--- config.mk ---
export PLATFORM = sky130hd
export DESIGN_NAME = frame_strobe_sequencer
export DESIGN_NICKNAME = d
export VERILOG_FILES = /design/src/rtl/frame_strobe_sequencer.sv
export SDC_FILE = /design/constraint.sdc
export NUM_CORES = 1
export LEC_CHECK = 0
export ABC_AREA = 1
export BUFFER_PORTS_ARGS = -buffer_cell sky130_fd_sc_hd__buf_2
export CAP_MARGIN = 20
export CORE_MARGIN = 2
export CORE_UTILIZATION = 40
export DETAILED_ROUTE_END_ITERATION = 8
export MAX_ROUTING_LAYER = met4
export PLACE_DENSITY = 0.66
export SLEW_MARGIN = 30
export SYNTH_ARGS = -nofsm -noshare
export SYNTH_HDL_FRONTEND = slang
export SYNTH_SLANG_ARGS = --single-unit
--- constraint.sdc ---
create_clock -name UserCLK -period 2.2 [get_ports UserCLK]
set_input_delay 0.66 -clock UserCLK [delete_from_list [all_inputs] [get_ports UserCLK]]
set_output_delay 0.66 -clock UserCLK [all_outputs]
set_load 0.1 [all_outputs]
--- src/rtl/frame_strobe_sequencer.sv ---
// Column configuration-write sequencer: setup / one-hot strobe / hold around each frame word.
// Optional even-parity command check is compiled in with `define FRAME_PARITY_EN.
module frame_strobe_sequencer #(
  parameter int MaxFramesPerCol = 20,
  parameter int FrameBitsPerRow = 32,
  parameter int FrameIdxWidth   = 5,
  parameter int SETUP_CYCLES    = 1,
  parameter int STROBE_CYCLES   = 1,
  parameter int HOLD_CYCLES     = 1
) (
  input  logic                       UserCLK,
  input  logic                       Reset,
  input  logic                       cmd_valid,
  output logic                       cmd_ready,
  input  logic [FrameIdxWidth-1:0]   cmd_frame,
  input  logic [FrameBitsPerRow-1:0] cmd_data,
`ifdef FRAME_PARITY_EN
  input  logic                       cmd_parity,
  output logic                       err_parity,
`endif
  output logic [FrameBitsPerRow-1:0] FrameData,
  output logic [MaxFramesPerCol-1:0] FrameStrobe,
  output logic                       busy,
  output logic                       done,
  output logic                       err_addr,
  input  logic                       err_clear
);

  localparam logic [1:0] S_IDLE   = 2'd0;
  localparam logic [1:0] S_SETUP  = 2'd1;
  localparam logic [1:0] S_STROBE = 2'd2;
  localparam logic [1:0] S_HOLD   = 2'd3;

  localparam logic [7:0] SETUP_LOAD  = 8'(SETUP_CYCLES - 1);
  localparam logic [7:0] STROBE_LOAD = 8'(STROBE_CYCLES - 1);
  localparam logic [7:0] HOLD_LOAD   = 8'(HOLD_CYCLES - 1);

  logic [1:0]                 state_q, state_d;
  logic [7:0]                 cnt_q, cnt_d;
  logic [FrameIdxWidth-1:0]   idx_q, idx_d;
  logic [FrameBitsPerRow-1:0] data_q, data_d;
  logic [MaxFramesPerCol-1:0] strobe_q, strobe_d, onehot;
  logic                       done_q, done_d;
  logic                       err_addr_q, err_addr_d;
  logic                       accept, addr_bad, parity_bad, cmd_ok;

  assign cmd_ready = (state_q == S_IDLE) & ~Reset;
  assign accept    = cmd_valid & cmd_ready;
  assign addr_bad  = 32'(cmd_frame) >= 32'(MaxFramesPerCol);

`ifdef FRAME_PARITY_EN
  logic err_parity_q, err_parity_d;
  // Even parity: cmd_parity must equal the XOR of all data bits.
  assign parity_bad   = cmd_parity != (^cmd_data);
  assign err_parity_d = (accept & parity_bad) | (err_parity_q & ~err_clear);
  assign err_parity   = err_parity_q;

  always_ff @(posedge UserCLK) begin
    if (Reset) err_parity_q <= 1'b0;
    else       err_parity_q <= err_parity_d;
  end
`else
  assign parity_bad = 1'b0;
`endif

  assign cmd_ok = ~addr_bad & ~parity_bad;

  // Decoded strobe for the latched index; idx_q is always in range once latched.
  for (genvar gi = 0; gi < MaxFramesPerCol; gi++) begin : g_onehot
    assign onehot[gi] = (idx_q == FrameIdxWidth'(gi));
  end

  always_comb begin
    state_d    = state_q;
    cnt_d      = cnt_q;
    idx_d      = idx_q;
    data_d     = data_q;
    strobe_d   = strobe_q;
    done_d     = 1'b0;
    err_addr_d = (accept & addr_bad) | (err_addr_q & ~err_clear);
    case (state_q)
      S_IDLE: begin
        if (accept && cmd_ok) begin
          data_d  = cmd_data;
          idx_d   = cmd_frame;
          cnt_d   = SETUP_LOAD;
          state_d = S_SETUP;
        end
      end
      S_SETUP: begin
        if (cnt_q == 8'd0) begin
          strobe_d = onehot;
          cnt_d    = STROBE_LOAD;
          state_d  = S_STROBE;
        end else begin
          cnt_d = cnt_q - 8'd1;
        end
      end
      S_STROBE: begin
        if (cnt_q == 8'd0) begin
          strobe_d = '0;
          cnt_d    = HOLD_LOAD;
          state_d  = S_HOLD;
        end else begin
          cnt_d = cnt_q - 8'd1;
        end
      end
      S_HOLD: begin
        if (cnt_q == 8'd0) begin
          done_d  = 1'b1;
          state_d = S_IDLE;
        end else begin
          cnt_d = cnt_q - 8'd1;
        end
      end
      default: begin
        strobe_d = '0;
        state_d  = S_IDLE;
      end
    endcase
  end

  always_ff @(posedge UserCLK) begin
    if (Reset) begin
      state_q    <= S_IDLE;
      cnt_q      <= 8'd0;
      idx_q      <= '0;
      data_q     <= '0;
      strobe_q   <= '0;
      done_q     <= 1'b0;
      err_addr_q <= 1'b0;
    end else begin
      state_q    <= state_d;
      cnt_q      <= cnt_d;
      idx_q      <= idx_d;
      data_q     <= data_d;
      strobe_q   <= strobe_d;
      done_q     <= done_d;
      err_addr_q <= err_addr_d;
    end
  end

  assign FrameData   = data_q;
  assign FrameStrobe = strobe_q;
  assign busy        = (state_q != S_IDLE);
  assign done        = done_q;
  assign err_addr    = err_addr_q;

endmodule

**Word level (Yosys, flattened, before mapping)**

Index checks and enable logic that the tools add are counted.

- Add/sub/neg operators: 1
- Magnitude comparators: 1
- Equality and inequality tests: 27
- Muxes and demuxes: 13
- Bitwise logic cells: 9
- Reductions and logical operators: 12

Operators by type and width:

| kind | count |
|---|---|
| 5-bit by 4-bit == test with 1-bit output (second input constant) | 8 |
| 20-bit 2-to-1 mux | 2 |
| 20-bit case mux with 2 select lines | 1 |
| 8-bit 2-to-1 mux | 3 |
| 8-bit case mux with 3 select lines | 1 |
| 5-bit by 3-bit == test with 1-bit output (second input constant) | 4 |
| 5-bit == test (second input constant) | 4 |
| 5-bit by 2-bit == test with 1-bit output (second input constant) | 2 |
| 8-bit logical NOT | 1 |
| 2-bit 2-to-1 mux | 4 |
| 2-bit != test (second input constant) | 4 |
| 2-bit case mux with 4 select lines | 1 |
| 8-bit by 1-bit subtractor with 8-bit output (second input constant) | 1 |
| 5-bit by 1-bit == test with 1-bit output (second input constant) | 1 |
| 5-bit >= comparator (second input constant) | 1 |
| 5-bit logical NOT | 1 |
| 1-bit bitwise AND | 4 |
| 2-bit == test (second input constant) | 2 |
| 1-bit inverter | 4 |
| 2-bit AND reduction | 2 |
| 4-bit AND reduction | 1 |
| 2-bit nonzero test | 2 |
| 2-bit OR reduction | 2 |
| 3-bit AND reduction | 1 |
| 6 further kinds | 6 |

- Register bits: 69
- Input bits: 41
- Output and inout bits: 56
- Logic and storage cells: 70

**Depth between registers and ports, before layout**

- Depth after elaboration: 6
- Depth in mapped cells: 12

**Least setup slack after synthesis**

OpenSTA, ideal clock, no wires.

- Kind: input to output
- From: in Reset
- To: out cmd_ready
- Arrival time: 1.414 ns
- Slack: 0.126 ns
- Cell stages on the path: 3
- Cell sequence: inv_2 nand2_2 inv_1

- Word-level cells in the longest chain between the ends: 2

RTL lines:

| element | line | source |
|---|---|---|
| start, declared | 12 | `input logic Reset,` |
| 1-bit inverter | 47 | `assign cmd_ready = (state_q == S_IDLE) & ~Reset;` |
| 1-bit bitwise AND | 47 |  |
| end, declared | 14 | `output logic cmd_ready,` |

No other way between the ends.

**Worst setup path after layout**

- From: reg state_q[0]
- To: out cmd_ready

- Word-level cells in the longest chain between the ends: 2

RTL lines:

| element | line | source |
|---|---|---|
| start, declared | 38 | `logic [1:0] state_q, state_d;` |
| start signal, assigned | 133 | `state_q <= state_d;` |
| 2-bit logical NOT | 47 |  |
| 1-bit bitwise AND | 47 |  |

No other way between the ends.

==> out/results.ini <==
[worst_setup_path]
crit_buf_inv = 3
critPathMaxStageDelay_ns = 0.34
reg2reg_depth = 8
r2r_start = cnt_q[0]
crit_fanout = 4
critPathSlowestCell = dfxtp_1
rr_endpoint = FrameStrobe[12]
arrival_ns = 1.45
crit_top_cell = inv_1
required_ns = 1.54
cp_top_family = buffers and inverters
worstPathCellList = inv_1, ha_2, nand2_2, inv_1, buf_12
critPathLaunchType = flip-flop
worstSetupPathType = reg -> out
worst-path-stages = 5
reg2reg_slack_ns = 0.33
end_kind = output pin

[run_status]
outcome = finished, final reports clean

[power]
power_leakage_uw = 0.001808
worst_ir_drop_vdd_mv = 0.5538
powerDensity_nw_per_um2 = 1641

[run]
cap_violations = 0

[hold_path]
hold_depth = 2
worstHoldPathType = reg -> reg
min-delay-start = err_addr
hold_path_end = err_addr

[sta]
hold_violations = 0
rsz0062_at_grt = false
worst_pin_slew_ns = 0.5041
fin_crit_sh_pct = 95.74
fin_setup_tns_ns = 0
setup_violations = 0
relSlewSlack_pct = 66.63
slew_viol_final = 0
fmax_mhz = 474.8
hold_slack_ns = 0.4649
post-route-min-period_ns = 2.106
fin_skew_ns = 0.009888

[cts]
clk_pin_slew_worst_paths_ns = 0.08
cts.sinks = 69
post_cts_buffers = 0
numCtsBuffers = 9
cts_tree = built
clockBufferDepth = 2
clkLatencyLatePin_ns = 0.35
cts-root-buf = clkbuf_8
hold_buffers = 0
htree_levels = 3

[synthesis]
synthCells = 387
synth_top_area_share_pct = 47.61
ys_seq_elements = 69
ys_seq_area_share_pct = 47.61
synthAdderAreaFrac_pct = 3.019
synth_edf_count = 0
yosys_warnings = 0
synth.net_count = 435
ys_types = 26
synthTopCellsByArea = dfxtp_1 48%, nor2_1 14%, o21ai_0 7.9%
synth_area_um2 = 2902
synth_top_family_by_area = simple AND/OR/NAND/NOR gates
synthTopCellsByCount = 105 x nor2_1, 69 x dfxtp_1, 46 x o21ai_0
syn_avg_cell_area_um2 = 7.498
netlist.top_cell.by_area = dfxtp_1
ys_async_sr_fraction_pct = 0
synth.mux.area_fraction_pct = 0
synthSimpleGateAreaFrac_pct = 26.18
synth_compound_area_share_pct = 15.35
synth_top_flop_cell = dfxtp_1
synth_xor_area_share_pct = 0.3019
synth.most_common_cell = nor2_1

[placed_design]
portBuffers = 96
gp_congestion = 0.9129
hpwl_um = 5046

[route]
vias = 2777
first_pass_iters = 4
vias_per_cell = 4.739
drt-initial-drc-count = 157
wl_per_cell_um = 11.92
routed_wl_um = 6985
ant_nets = 0
drc = 0

[grt]
grt_pass1_vias = 2590
antenna_found_initial = 0
grt-ovfl-total = 0
gr-usage-all-layers_pct = 19.06
grt_start_max_net_pins = 44
grt_pass1_wl_um = 11180

[die]
ios = 97
start_util_pct = 40.66
fp-row-count = 31
core_area_um2 = 7137
die_height_um = 89.17
die_area_um2 = 7951
die_w_um = 89.17

[cells_and_area]
n_fill_cell = 730
nets = 530
final_layout_size_suffix_gt1_share_pct = 27.31
area_delta_synth_final_pct = 28.72
diodes = 0

==> power by group <==
| part | internal (uW) | total [uW] | switching [uW] |
|---|---|---|---|
| logic | 719 | 3380 | 2660 |
| clock network | 585 | 1070 | 489 |
| registers | 1520 | 1670 | 152 |
| total | 2830 | 6130 | 3300 |
==> worst reg2reg max path: stages (launching register included) <==
cell and delay (ns):
dfxtp_1 0.30, inv_1 0.14, ha_1 0.18, inv_1 0.06, nor3_4 0.21, nand3_4 0.22, inv_2 0.33, o21ai_0 0.17
o211a_1 0.14
==> logic make-up after synthesis <==
kind of cell	after synthesis
AO/OA/AOI/OAI	81
XOR/XNOR	1
adder cells (fa/ha/maj)	7
buffers and inverters	55
flip-flops	69
AND/OR/NAND/NOR	174
==> routing by layer <==
layer  vias up  global-route usage, %  share of wire (%)
met1      1236                  22.37                 43
li1       1441                      -                  -
met5         -                      -                  0
met3         6                  5.910                6.7
met2        94                  30.03                 48
met4         0                  8.412                1.5
==> flip-flops by register name (all words and copies together), names as in the netlist <==
signal / count
FrameData: 32
idx_q: 5
err_addr: 1
cnt_q: 8
FrameStrobe: 20
state_q: 2
done: 1
==> area by class of cell <==
type | count | area (um^2) | area share [%]
Clock inverter | 5 | 58.81 | 1.575
Timing Repair Buffer | 101 | 573.1 | 15.34
Tap cell | 99 | 123.9 | 3.317
Clock buffer | 11 | 151.4 | 4.054
Multi-Input combinational cell | 263 | 1304 | 34.91
Sequential cell | 69 | 1381 | 36.98
Inverter | 38 | 142.6 | 3.819
==> stage by stage <==
stage	utilization [%]	area [um^2]	setup slack, ns	cells	power [uW]
after floorplan	-	2902	0.1263	387	4503
after global placement	49.35	3522	0.3075	570	5043
after detailed placement	49.35	3522	0.2741	570	5079
after CTS	52.30	3732	0.01846	586	6172
after global routing	52.33	3735	0.01319	586	6491
final	52.33	3735	0.09381	586	6129
==> what timing repair did <==
item,in CTS,in global routing
resized for setup,1,1
setup endpoints to repair,1,2
endpoints found under the hold margin,0,0
==> worst max-delay path by stage <==
| stage | to | from |
|---|---|---|
| global placement | FrameData[26] | cmd_frame[2] |
| floorplan | cmd_ready | Reset |
| CTS | cmd_ready | state_q[0] |
| global route | cmd_ready | state_q[1] |
| detailed placement | FrameData[27] | cmd_frame[2] |
| finish | cmd_ready | state_q[0] |
==> cell usage in the layout (no fill, tap or decap), types with 2 or more instances in the layout <==
master,synthesis,final
nand3_1,13,13
o21ai_0,46,46
inv_1,33,32
nor2_4,2,2
a21oi_1,17,17
inv_2,5,6
buf_2,4,94
clkinvlp_4,0,2
a31oi_1,8,8
o211a_1,4,4
dfxtp_1,69,69
o211ai_1,2,2
nand2_4,3,3
ha_1,7,6
buf_4,2,3
nor3_1,10,10
a211oi_1,2,2
o21ai_1,2,2
clkbuf_8,0,11
nand4_1,2,2
nand2_1,35,35
nor2_1,105,105
buf_12,0,4
(Power assumes the default switching activity.)
